[config.mk]
export PLATFORM = sky130hd
export DESIGN_NAME = mc_controller
export DESIGN_NICKNAME = d
export VERILOG_FILES = /design/src/rtl/mc_pkg.sv /design/src/rtl/mc_controller_alu_decoder.sv /design/src/rtl/mc_controller.sv
export SDC_FILE = /design/constraint.sdc
export NUM_CORES = 1
export LEC_CHECK = 0
export BUFFER_PORTS_ARGS = -buffer_cell sky130_fd_sc_hd__buf_4
export CAP_MARGIN = 10
export CORE_MARGIN = 4
export CORE_UTILIZATION = 42
export CTS_BUF_LIST = sky130_fd_sc_hd__clkbuf_16
export DETAILED_ROUTE_END_ITERATION = 8
export GPL_TIMING_DRIVEN = 0
export PLACE_DENSITY = 0.85
export SLEW_MARGIN = 20
export SYNTH_ARGS = -nofsm -noshare
export SYNTH_HDL_FRONTEND = slang
export SYNTH_SLANG_ARGS = --single-unit
export TNS_END_PERCENT = 50
[constraint.sdc]
create_clock -name clk -period 2.59 [get_ports clk]
set_input_delay 0.518 -clock clk [delete_from_list [all_inputs] [get_ports clk]]
set_output_delay 0.518 -clock clk [all_outputs]
set_load 0.005 [all_outputs]
[src/rtl/mc_pkg.sv]
// Shared encodings for the multicycle controller: state codes, opcodes,
// ALU operations and datapath mux selects.
package mc_pkg;

  typedef enum logic [3:0] {
    FETCH    = 4'd0,
    DECODE   = 4'd1,
    MEMADR   = 4'd2,
    MEMREAD  = 4'd3,
    MEMWB    = 4'd4,
    MEMWRITE = 4'd5,
    EXECR    = 4'd6,
    EXECI    = 4'd7,
    ALUWB    = 4'd8,
    BEQ      = 4'd9,
    JAL      = 4'd10,
    TRAP     = 4'd11
  } state_t;

  localparam logic [6:0] OP_LOAD   = 7'b0000011;
  localparam logic [6:0] OP_STORE  = 7'b0100011;
  localparam logic [6:0] OP_RTYPE  = 7'b0110011;
  localparam logic [6:0] OP_ITYPE  = 7'b0010011;
  localparam logic [6:0] OP_BRANCH = 7'b1100011;
  localparam logic [6:0] OP_JAL    = 7'b1101111;

  localparam logic [2:0] ALU_ADD = 3'b000;
  localparam logic [2:0] ALU_SUB = 3'b001;
  localparam logic [2:0] ALU_AND = 3'b010;
  localparam logic [2:0] ALU_OR  = 3'b011;
  localparam logic [2:0] ALU_SLT = 3'b101;

  localparam logic [1:0] SRCA_PC    = 2'b00;
  localparam logic [1:0] SRCA_OLDPC = 2'b01;
  localparam logic [1:0] SRCA_RS1   = 2'b10;

  localparam logic [1:0] SRCB_RS2  = 2'b00;
  localparam logic [1:0] SRCB_IMM  = 2'b01;
  localparam logic [1:0] SRCB_FOUR = 2'b10;

  localparam logic [1:0] IMM_I = 2'b00;
  localparam logic [1:0] IMM_S = 2'b01;
  localparam logic [1:0] IMM_B = 2'b10;
  localparam logic [1:0] IMM_J = 2'b11;

  localparam logic [1:0] RES_ALUOUT = 2'b00;
  localparam logic [1:0] RES_DATA   = 2'b01;
  localparam logic [1:0] RES_ALURES = 2'b10;

endpackage

[src/rtl/mc_controller_alu_decoder.sv]
// Combinational ALU operation decode for R-type and I-type arithmetic;
// flags funct3 values the controller does not implement.
module alu_decoder
  import mc_pkg::*;
(
  input  logic       r_type,
  input  logic [2:0] funct3,
  input  logic       funct7b5,
  output logic [2:0] alu_control,
  output logic       supported
);

  // Subtraction exists only in the register form; addi ignores bit 30.
  always_comb begin
    alu_control = ALU_ADD;
    supported   = 1'b1;
    case (funct3)
      3'b000:  alu_control = (r_type && funct7b5) ? ALU_SUB : ALU_ADD;
      3'b010:  alu_control = ALU_SLT;
      3'b110:  alu_control = ALU_OR;
      3'b111:  alu_control = ALU_AND;
      default: supported   = 1'b0;
    endcase
  end

endmodule

[src/rtl/mc_controller.sv]
// Multicycle RISC-V style main controller: a state register, a sticky
// illegal-opcode flag, and outputs decoded from state, mem_ready and zero.
module mc_controller
  import mc_pkg::*;
(
  input  logic       clk,
  input  logic       rst,
  input  logic [6:0] opcode,
  input  logic [2:0] funct3,
  input  logic       funct7b5,
  input  logic       zero,
  input  logic       mem_ready,
  output logic       mem_req,
  output logic       mem_write,
  output logic       adr_src,
  output logic       ir_write,
  output logic       pc_write,
  output logic       reg_write,
  output logic [1:0] alu_src_a,
  output logic [1:0] alu_src_b,
  output logic [2:0] alu_control,
  output logic [1:0] imm_src,
  output logic [1:0] result_src,
  output logic [3:0] state,
  output logic       illegal
);

  state_t     state_q, next_state;
  logic       illegal_q;
  logic [2:0] dec_alu;
  logic       dec_ok;
  logic       is_store;

  alu_decoder u_alu_decoder (
    .r_type     (opcode == OP_RTYPE),
    .funct3     (funct3),
    .funct7b5   (funct7b5),
    .alu_control(dec_alu),
    .supported  (dec_ok)
  );

  assign is_store = (opcode == OP_STORE);
  assign state    = state_q;
  assign illegal  = illegal_q;

  always_ff @(posedge clk) begin
    if (!rst) begin
      state_q   <= FETCH;
      illegal_q <= 1'b0;
    end else begin
      state_q   <= next_state;
      if (next_state == TRAP) illegal_q <= 1'b1;
    end
  end

  always_comb begin
    next_state  = state_q;
    mem_req     = 1'b0;
    mem_write   = 1'b0;
    adr_src     = 1'b0;
    ir_write    = 1'b0;
    pc_write    = 1'b0;
    reg_write   = 1'b0;
    alu_src_a   = SRCA_PC;
    alu_src_b   = SRCB_RS2;
    alu_control = ALU_ADD;
    imm_src     = IMM_I;
    result_src  = RES_ALUOUT;
    case (state_q)
      FETCH: begin
        mem_req    = 1'b1;
        alu_src_b  = SRCB_FOUR;
        result_src = RES_ALURES;
        ir_write   = mem_ready;
        pc_write   = mem_ready;
        if (mem_ready) next_state = DECODE;
      end
      DECODE: begin
        // Branch target is computed here so BEQ can load it straight from ALUOut.
        alu_src_a = SRCA_OLDPC;
        alu_src_b = SRCB_IMM;
        imm_src   = IMM_B;
        case (opcode)
          OP_LOAD, OP_STORE: next_state = MEMADR;
          OP_RTYPE:          next_state = dec_ok ? EXECR : TRAP;
          OP_ITYPE:          next_state = dec_ok ? EXECI : TRAP;
          OP_BRANCH:         next_state = BEQ;
          OP_JAL:            next_state = JAL;
          default:           next_state = TRAP;
        endcase
      end
      MEMADR: begin
        alu_src_a  = SRCA_RS1;
        alu_src_b  = SRCB_IMM;
        imm_src    = is_store ? IMM_S : IMM_I;
        next_state = is_store ? MEMWRITE : MEMREAD;
      end
      MEMREAD: begin
        mem_req = 1'b1;
        adr_src = 1'b1;
        if (mem_ready) next_state = MEMWB;
      end
      MEMWB: begin
        reg_write  = 1'b1;
        result_src = RES_DATA;
        next_state = FETCH;
      end
      MEMWRITE: begin
        mem_req   = 1'b1;
        mem_write = 1'b1;
        adr_src   = 1'b1;
        if (mem_ready) next_state = FETCH;
      end
      EXECR: begin
        alu_src_a   = SRCA_RS1;
        alu_src_b   = SRCB_RS2;
        alu_control = dec_alu;
        next_state  = ALUWB;
      end
      EXECI: begin
        alu_src_a   = SRCA_RS1;
        alu_src_b   = SRCB_IMM;
        imm_src     = IMM_I;
        alu_control = dec_alu;
        next_state  = ALUWB;
      end
      ALUWB: begin
        reg_write  = 1'b1;
        result_src = RES_ALUOUT;
        next_state = FETCH;
      end
      BEQ: begin
        alu_src_a   = SRCA_RS1;
        alu_src_b   = SRCB_RS2;
        alu_control = ALU_SUB;
        result_src  = RES_ALUOUT;
        pc_write    = zero;
        next_state  = FETCH;
      end
      JAL: begin
        alu_src_a  = SRCA_OLDPC;
        alu_src_b  = SRCB_FOUR;
        result_src = RES_ALUOUT;
        imm_src    = IMM_J;
        pc_write   = 1'b1;
        reg_write  = 1'b1;
        next_state = FETCH;
      end
      TRAP:    next_state = TRAP;
      default: next_state = TRAP;
    endcase
    // Side-effecting enables stay quiet for the whole reset cycle.
    if (!rst) begin
      mem_req   = 1'b0;
      mem_write = 1'b0;
      ir_write  = 1'b0;
      pc_write  = 1'b0;
      reg_write = 1'b0;
    end
  end

endmodule
==> impl_metrics.ini, run 1 <==
[run_status]
outcome = finished clean

[cells_and_area]
syn2layout_area_growth_pct = 58.6
fillerInstances = 125
nets = 149
utilization_pct = 73.8
n_antenna_cell = 0
fin_area_um2 = 996
drive_gt1_share_pct = 36.1

[cts]
clock-sinks = 5
cts_hold_buf = 0
clock_latency_ns = 0.22
htreeDepth = 1
cts_tree = built
cts_setup_buffers = 0
root_buffer = clkbuf_16
numCtsBuffers = 3
clk_pin_slew_ns = 0.03
cts-resized-gates = 0
clockBufferDepth = 2

[global_route]
grt_pass1_wl_mm = 3.35
grt_overflow_total = 0
grt_pass1_vias = 776
grt_usage_pct = 20.6
antenna_found_initial = 0
grt_max_degree = 11

[sta]
tns_ns = 0
timing.final.setup_violations = 0
worstMarginPinSlew_ns = 0.517
post-route-period-util_pct = 92.7
hold_viol = 0
relSlewSlack_pct = 65.1
drv_slew = 0
max_freq_mhz = 417
final.setup_skew_ns = 0.000911
period_minus_slack_ns = 2.40
layout_setup_ws_ns = 0.190
rsz0062_at_grt = no

[synth]
ys.flop_type = dfxtp_1
synth_warnings = 0
yosysUniqueCellTypes = 39
synthesis.nets = 108
synth_top_area_share_pct = 15.9
synth_area_leaders = dfxtp_1, nor2_1, inv_1, nor3_1, a21oi_1
ys_ff_latch = 5
synth_commonest_cells = nor2_1, inv_1, nand2_1, nor3_1
syn_avg_cell_area_um2 = 6.75
syn_inst = 93
async_reset_ff_share_pct = 0
synthesis.area_um2 = 628
synth_edf_count = 0
yosysTopAreaCell = dfxtp_1
ys_seq_area_share_pct = 15.9
synth_most_common_cell = nor2_1

[placed_design]
place.gp.congestion = 0.848
dpl_cell_area_um2 = 917
port_buffers = 36
pre_cts_slack_ns = 0.230
hpwl_mm = 1.57

[worst_setup_path]
cp_num_buf_inv = 2
critPathTopFamily = simple AND/OR/NAND/NOR gates
critPathKind = in -> out
critPathLaunchType = primary input
endpoint_kind = primary output
worstPathMaxFanout = 3
cpMostUsedCell = buf_4
slowest_stage = or4_4
crit_path_max_incr_delay_ns = 0.46
crit_required_ns = 2.07
worstPathCellList = buf_4, or3_4, or4_4, a21boi_0, buf_4
arrival_ns = 1.88

[floorplanning]
dieHeight_um = 46.7
die_area_um2 = 2180
initial_core_util_pct = 46.5
io_pins = 37
die_x_um = 46.7
coreArea_um2 = 1350
rows = 13

[job]
drv_cap = 0

[pwr]
powerDensity_nw_per_um2 = 719
peakVddDrop_mv = 0.364
power.total_mw = 0.716
p_leak_nw = 0.474

[routing]
first_iter_violations = 23
dr_total_vias = 832
route.detailed.drc = 0
postRouteAntennaNets = 0
routed_wl_mm = 2.11
drt_pass1_iterations = 4
post_drt_wl_per_cell_um = 14.2
via_per_inst = 5.62

[worst_hold_path]
min_path_type = reg -> reg
-- cell families (layout without fill, tap and decap cells) --
family | count (synthesis) | count (layout) | synth area share (%)
compound gates | 24 | 24 | 26.7
xor+xnor | 1 | 1 | 1.39
buf+inv | 14 | 54 | 11.4
flops | 5 | 5 | 15.9
mux | 2 | 2 | 3.39
simple gates | 47 | 47 | 41.2
-- routing by layer --
layer | global-route usage, % | routed length [um] | vias to the layer above
met2 | 35.7 | 1070 | 30
met1 | 26.4 | 892 | 384
met3 | 4.30 | 145 | 0
met4 | 3.31 | 0 | 0
met5 | 0 | 0 | -
li1 | - | - | 418
-- state kept, by name (all words and copies together) (netlist names) --
| signal | cells |
|---|---|
| state | 4 |
| illegal | 1 |
-- final timing paths --
kind                                start  slack, ns  cells past startpoint          to
worst max-delay path            opcode[3]       0.19                      5  imm_src[0]
worst min-delay path              illegal       0.49                      2     illegal
worst max register to register   state[1]       0.94                      4     illegal
worst min register to register    illegal       0.49                      2     illegal
-- power by group --
part / switching (mW) / internal (mW) / total (mW)
registers: 0.0211 / 0.0912 / 0.112
logic: 0.175 / 0.182 / 0.357
clock network: 0.0466 / 0.200 / 0.246
-- per-stage QoR --
stage                     instances  hold slack [ns]
after floorplan                  93            0.476
after CTS                       148            0.492
after global placement          144            0.478
after detailed placement        144            0.486
after global routing            148            0.535
final                           148            0.492
-- worst min-delay path, delay by kind of cell, from the launching register on --
family	cells	cell delay, ns
flops	1	0.30
buf+inv	1	0.07
compound gates	1	0.07
-- area by class of cell --
type	instances	area (um2)	area share [%]
Sequential cell	5	100	10.1
Buffer	5	37.5	3.77
Inverter	9	33.8	3.39
Clock inverter	1	3.75	0.377
Clock buffer	3	75.1	7.54
Tap cell	15	18.8	1.88
Timing Repair Buffer	36	270	27.1
Multi-Input combinational cell	74	457	45.9
-- cells in the final DEF (no fill, tap or decap), types with 2 or more instances in the layout --
master,count
nor4b_1,2
nor3_1,6
nor3b_1,2
buf_6,2
clkbuf_1,2
inv_1,10
a21oi_1,5
dfxtp_1,5
clkbuf_16,3
a311oi_1,2
nor2_1,13
nor2b_1,3
o21ai_0,5
and3_1,3
buf_4,37
nand2_1,6
nand2b_1,4
Power figures use the tool's default switching activity.
==> run 2, diff against run 1 <==
--- a/config.mk
+++ b/config.mk
@@ -8,11 +8,11 @@
 export BUFFER_PORTS_ARGS = -buffer_cell sky130_fd_sc_hd__buf_4
 export CAP_MARGIN = 10
 export CORE_MARGIN = 4
-export CORE_UTILIZATION = 42
+export CORE_UTILIZATION = 45
 export CTS_BUF_LIST = sky130_fd_sc_hd__clkbuf_16
 export DETAILED_ROUTE_END_ITERATION = 8
 export GPL_TIMING_DRIVEN = 0
-export PLACE_DENSITY = 0.85
+export PLACE_DENSITY = 0.89
 export SLEW_MARGIN = 20
 export SYNTH_ARGS = -nofsm -noshare
 export SYNTH_HDL_FRONTEND = slang
==> constraint.sdc (replaced) <==
create_clock -name clk -period 2.9 [get_ports clk]
set_input_delay 0.58 -clock clk [delete_from_list [all_inputs] [get_ports clk]]
set_output_delay 0.58 -clock clk [all_outputs]
set_load 0.005 [all_outputs]
==> run 2 against run 1 <==
Net effect:
- non-clock buffer count did not move
- sequential cell count stayed put
- critical path depth grew 1
- utilization increased by 2.8 points
==> impl_metrics.ini, run 2 (synthesis results as in run 1) <==
[cts]
clock_latency_ns = 0.23
clk_pin_slew_ns = 0.03
clock-sinks = 5
htreeDepth = 1
numCtsBuffers = 3
root_buffer = clkbuf_16
cts_hold_buf = 0
cts_tree = built
clockBufferDepth = 2
cts-resized-gates = 0
cts_setup_buffers = 0

[pwr]
powerDensity_nw_per_um2 = 646
peakVddDrop_mv = 0.350
p_leak_nw = 0.474

[worst_setup_path]
crit_required_ns = 2.32
r2r_start = state[1]
slowest_stage = dfxtp_1
ff2ff_path_depth = 5
crit_path_max_incr_delay_ns = 0.33
critPathKind = reg -> out
crit_path_end = alu_control[0]
worstPathMaxFanout = 10
endpoint_kind = primary output
arrival_ns = 1.87
r2r_end = illegal
worstPathCellList = buf_6, clkbuf_1, nor2b_1, nand2_1, o32ai_1, buf_4
critPathTopFamily = buffers and inverters
cp_num_buf_inv = 3
ff2ff_setup_slack_ns = 1.28
crit_path_start = state[2]
crit_cells = 6
critPathLaunchType = flop

[sta]
rsz0062_at_grt = no
relSlewSlack_pct = 68.4
period_minus_slack_ns = 2.45
final.setup_skew_ns = 0.000855
post-route-period-util_pct = 84.4
tns_ns = 0
max_freq_mhz = 409
layout_setup_ws_ns = 0.454
hold_viol = 0
timing.final.setup_violations = 0
drv_slew = 0
worstMarginPinSlew_ns = 0.468

[routing]
first_iter_violations = 34
post_drt_wl_per_cell_um = 13.9
via_per_inst = 5.84
routed_wl_mm = 2.06
route.detailed.drc = 0
postRouteAntennaNets = 0
drt_pass1_iterations = 4
dr_total_vias = 865

[cells_and_area]
final_common_cell = buf_4
n_antenna_cell = 0
syn2layout_area_growth_pct = 58.6
largest_reg_flops = 4
nets = 149
final_cell_mix = buf_4, nor2_1, inv_1
drive_gt1_share_pct = 36.1

[global_route]
grt_max_degree = 11
grt_overflow_total = 0
antenna_found_initial = 0
grt_pass1_vias = 813
grt_pass1_wl_mm = 3.46
grt_usage_pct = 22.2

[placed_design]
port_buffers = 36
hpwl_mm = 1.57
place.gp.congestion = 0.790
pre_cts_slack_ns = 0.474

[floorplanning]
rows = 13
io_pins = 37
initial_core_util_pct = 48.3
dieHeight_um = 45.4
die_area_um2 = 2060
die_x_um = 45.4
coreArea_um2 = 1300

[worst_hold_path]
worstHoldStart = illegal
min_path_type = reg -> reg

[run_status]
outcome = finished clean

[job]
drv_cap = 0
[run 2: cell counts in the layout (fill, tap and decap cells not counted)]
Identical to the previous run, type by type.
[run 2: area by class of cell]
cell class              instances  area, um2
multi-input cells              74        457
repair buffers                 36        270
clock buffers                   3       75.1
inverters                       9       33.8
fillers                        98        305
clock inverters                 1       3.75
well taps                      15       18.8
flip-flops and latches          5        100
plain buffers                   5       37.5
[run 2: worst min-delay path by stage]
stage / end / slack, ns / cells after the start
after floorplan: illegal / 0.48 / 2
after global placement: illegal / 0.48 / 2
after detailed placement: illegal / 0.50 / 2
after CTS: illegal / 0.51 / 2
after global routing: illegal / 0.54 / 2
final: illegal / 0.51 / 2
[run 2: stage by stage]
step	utilization (%)	area (um2)	instances	hold WS [ns]	total power [mW]
after CTS	76.5	996	148	0.506	0.644
after global placement	70.5	917	144	0.477	0.409
final	76.5	996	148	0.505	0.644
after floorplan	-	628	93	0.476	0.272
after global routing	76.5	996	148	0.542	0.688
after detailed placement	70.5	917	144	0.500	0.414
[run 2: metal layers]
layer | vias up | wire (um) | GRT usage (%) | share of wire, %
li1 | 421 | - | - | -
met1 | 395 | 852 | 28.9 | 41
met2 | 46 | 1030 | 36.2 | 50
met3 | 3 | 160 | 4.78 | 7.8
met4 | 0 | 17 | 7.02 | 0.82
met5 | - | 0 | 0 | 0
[run 2: power breakdown]
group / switching [mW] / leakage [nW] / internal (mW)
Combinational: 0.156 / 0.390 / 0.163
Clock: 0.0467 / 0.0423 / 0.179
Sequential: 0.0179 / 0.0409 / 0.0814
Total: 0.221 / 0.474 / 0.423
[run 2: worst min-delay path, cell delays in order (launching register included)]
cell	delay, ns
dfxtp_1	0.30
inv_1	0.07
a311oi_1	0.08
==> run 3, diff against run 2 <==
--- a/config.mk
+++ b/config.mk
@@ -5,14 +5,16 @@
 export SDC_FILE = /design/constraint.sdc
 export NUM_CORES = 1
 export LEC_CHECK = 0
+export ABC_AREA = 1
 export BUFFER_PORTS_ARGS = -buffer_cell sky130_fd_sc_hd__buf_4
 export CAP_MARGIN = 10
+export CORE_ASPECT_RATIO = 1.2
 export CORE_MARGIN = 4
-export CORE_UTILIZATION = 45
+export CORE_UTILIZATION = 38
 export CTS_BUF_LIST = sky130_fd_sc_hd__clkbuf_16
 export DETAILED_ROUTE_END_ITERATION = 8
 export GPL_TIMING_DRIVEN = 0
-export PLACE_DENSITY = 0.89
+export PLACE_DENSITY = 0.81
 export SLEW_MARGIN = 20
 export SYNTH_ARGS = -nofsm -noshare
 export SYNTH_HDL_FRONTEND = slang
==> constraint.sdc (replaced) <==
create_clock -name clk -period 2.1 [get_ports clk]
set_input_delay 0.42 -clock clk [delete_from_list [all_inputs] [get_ports clk]]
set_output_delay 0.42 -clock clk [all_outputs]
set_load 0.005 [all_outputs]
==> run 3 against run 2 <==
Net effect:
- register-to-register slack worse by 0.61 ns
- synthesized cell count is 28% higher
- sequential cell count stayed put
- largest cell class unchanged
==> impl_metrics.ini, run 3 <==
[cts]
clk_pin_slew_ns = 0.03
clock_latency_ns = 0.22
htreeDepth = 1
cts-resized-gates = 0
clock-sinks = 5
cts_setup_buffers = 0
clockBufferDepth = 2
cts_hold_buf = 0
root_buffer = clkbuf_16
cts_tree = built
numCtsBuffers = 3

[synth]
syn_avg_cell_area_um2 = 5.18
ys_seq_area_share_pct = 16.2
synthesis.nets = 134
async_reset_ff_share_pct = 0
ys.flop_type = dfxtp_1
synth_most_common_cell = nand2_1
synth_commonest_cells = nand2_1, inv_1, nor2_1
synth_top_area_share_pct = 23.7
yosysUniqueCellTypes = 20
ys_ff_latch = 5
synth_edf_count = 0
synth_warnings = 0
yosysTopAreaCell = nand2_1
synthesis.area_um2 = 617
syn_inst = 119
synth_area_leaders = nand2_1, dfxtp_1, inv_1, nand3_1, nor2_1

[floorplanning]
die_area_um2 = 2330
io_pins = 37
coreArea_um2 = 1480
die_x_um = 44.8
dieHeight_um = 52.1
rows = 15
initial_core_util_pct = 41.6

[cells_and_area]
final-seq-area_um2 = 100
final_common_cell = nand2_1
utilization_pct = 66.6
nets = 175
stdcell_count = 176
syn2layout_area_growth_pct = 60.0
multi_input_area_um2 = 423
fillerInstances = 144
n_antenna_cell = 0
largest_reg_flops = 4
final_cell_mix = nand2_1, buf_4, inv_1
drive_gt1_share_pct = 31.4

[routing]
route.detailed.drc = 0
first_iter_violations = 8
via_per_inst = 4.94
drt_pass1_iterations = 4
postRouteAntennaNets = 0
dr_total_vias = 869
routed_wl_mm = 1.92
post_drt_wl_per_cell_um = 10.9

[global_route]
grt_pass1_vias = 781
grt_max_degree = 8
grt_overflow_total = 0
grt_pass1_wl_mm = 3.13
grt_usage_pct = 17.6
antenna_found_initial = 0

[sta]
tns_ns = 0
relSlewSlack_pct = 80.2
hold-worst-slack_ns = 0.406
hold_viol = 0
drv_slew = 0
worstMarginPinSlew_ns = 0.295
rsz0062_at_grt = no
timing.final.setup_violations = 0
period_minus_slack_ns = 1.95
post-route-period-util_pct = 93.0
final.setup_skew_ns = 0.0000531
layout_setup_ws_ns = 0.148
max_freq_mhz = 512

[run_status]
outcome = finished clean

[pwr]
peakVddDrop_mv = 0.857
p_leak_nw = 0.593
powerDensity_nw_per_um2 = 1190

[placed_design]
pre_cts_slack_ns = 0.275
place.gp.congestion = 0.822
port_buffers = 36
placed_cells = 172
hpwl_mm = 1.63

[worst_setup_path]
critPathTopFamily = simple AND/OR/NAND/NOR gates
critPathKind = reg -> out
slowest_stage = dfxtp_1
worstPathMaxFanout = 5
cp_num_buf_inv = 3
endpoint_kind = primary output
crit_required_ns = 1.68
crit_path_max_incr_delay_ns = 0.41
arrival_ns = 1.53
critPathLaunchType = flop
worstPathCellList = inv_1, nor2_1, nand3_1, nand3_1, nand2_1, inv_1, buf_4

[worst_hold_path]
min_path_type = in -> reg

[job]
drv_cap = 0
-- run 3: cell types whose count changed after synthesis, moves of 4 or more --
| cell | previous run | this run |
|---|---|---|
| nand2_1 | 6 | 39 |
| nand3_1 | 1 | 12 |
| nand2b_1 | 4 | 0 |
| inv_1 | 9 | 21 |
| nor2_2 | 0 | 4 |
-- run 3: layer usage --
layer / track usage, % / part of all wire [%]
met1: 18.8 / 39
met2: 32.5 / 53
met3: 4.50 / 5.8
met4: 5.85 / 1.2
met5: 0 / 0
-- run 3: final cells by class --
cell class / count / share of cell area, %
Multi-Input combinational cell: 89 / 42.8
Clock inverter: 1 / 0.380
Tap cell: 17 / 2.15
Inverter: 25 / 9.51
Sequential cell: 5 / 10.1
Timing Repair Buffer: 36 / 27.4
Clock buffer: 3 / 7.60
-- run 3: final timing paths --
check	start	end	slack, ns	cells past startpoint
max	state[3]	pc_write	0.15	7
min	rst	state[1]	0.41	3
max reg2reg	state[0]	illegal	0.67	10
min reg2reg	illegal	illegal	0.47	2
-- run 3: where the power goes --
group | switching (mW) | internal, mW
combinational | 0.376 | 0.322
sequential | 0.0427 | 0.126
clock | 0.0607 | 0.246
total | 0.480 | 0.695
-- run 3: worst register-to-register path: stages, from the launching register on --
cell,delay [ns]
dfxtp_1,0.37
inv_2,0.08
nor2_2,0.21
inv_2,0.10
nor2_8,0.12
nand2_1,0.07
nand3b_1,0.13
nand2_1,0.08
clkinv_1,0.04
nand2_1,0.05
a21oi_2,0.10
-- run 3: stage by stage --
step                cell area, um2  total power [mW]
floorplan                      617             0.541
global placement               908             0.845
detailed placement             908             0.867
CTS                            987              1.19
global route                   987              1.28
finish                         987              1.17
-- run 3: kinds of logic (layout without fill, tap and decap cells) --
| group | after synthesis | count (layout) | share of synthesized area [%] |
|---|---|---|---|
| AO/OA/AOI/OAI | 11 | 11 | 10.7 |
| buffers and inverters | 25 | 65 | 15.2 |
| flip-flops | 5 | 5 | 16.2 |
| AND/OR/NAND/NOR | 78 | 78 | 57.8 |
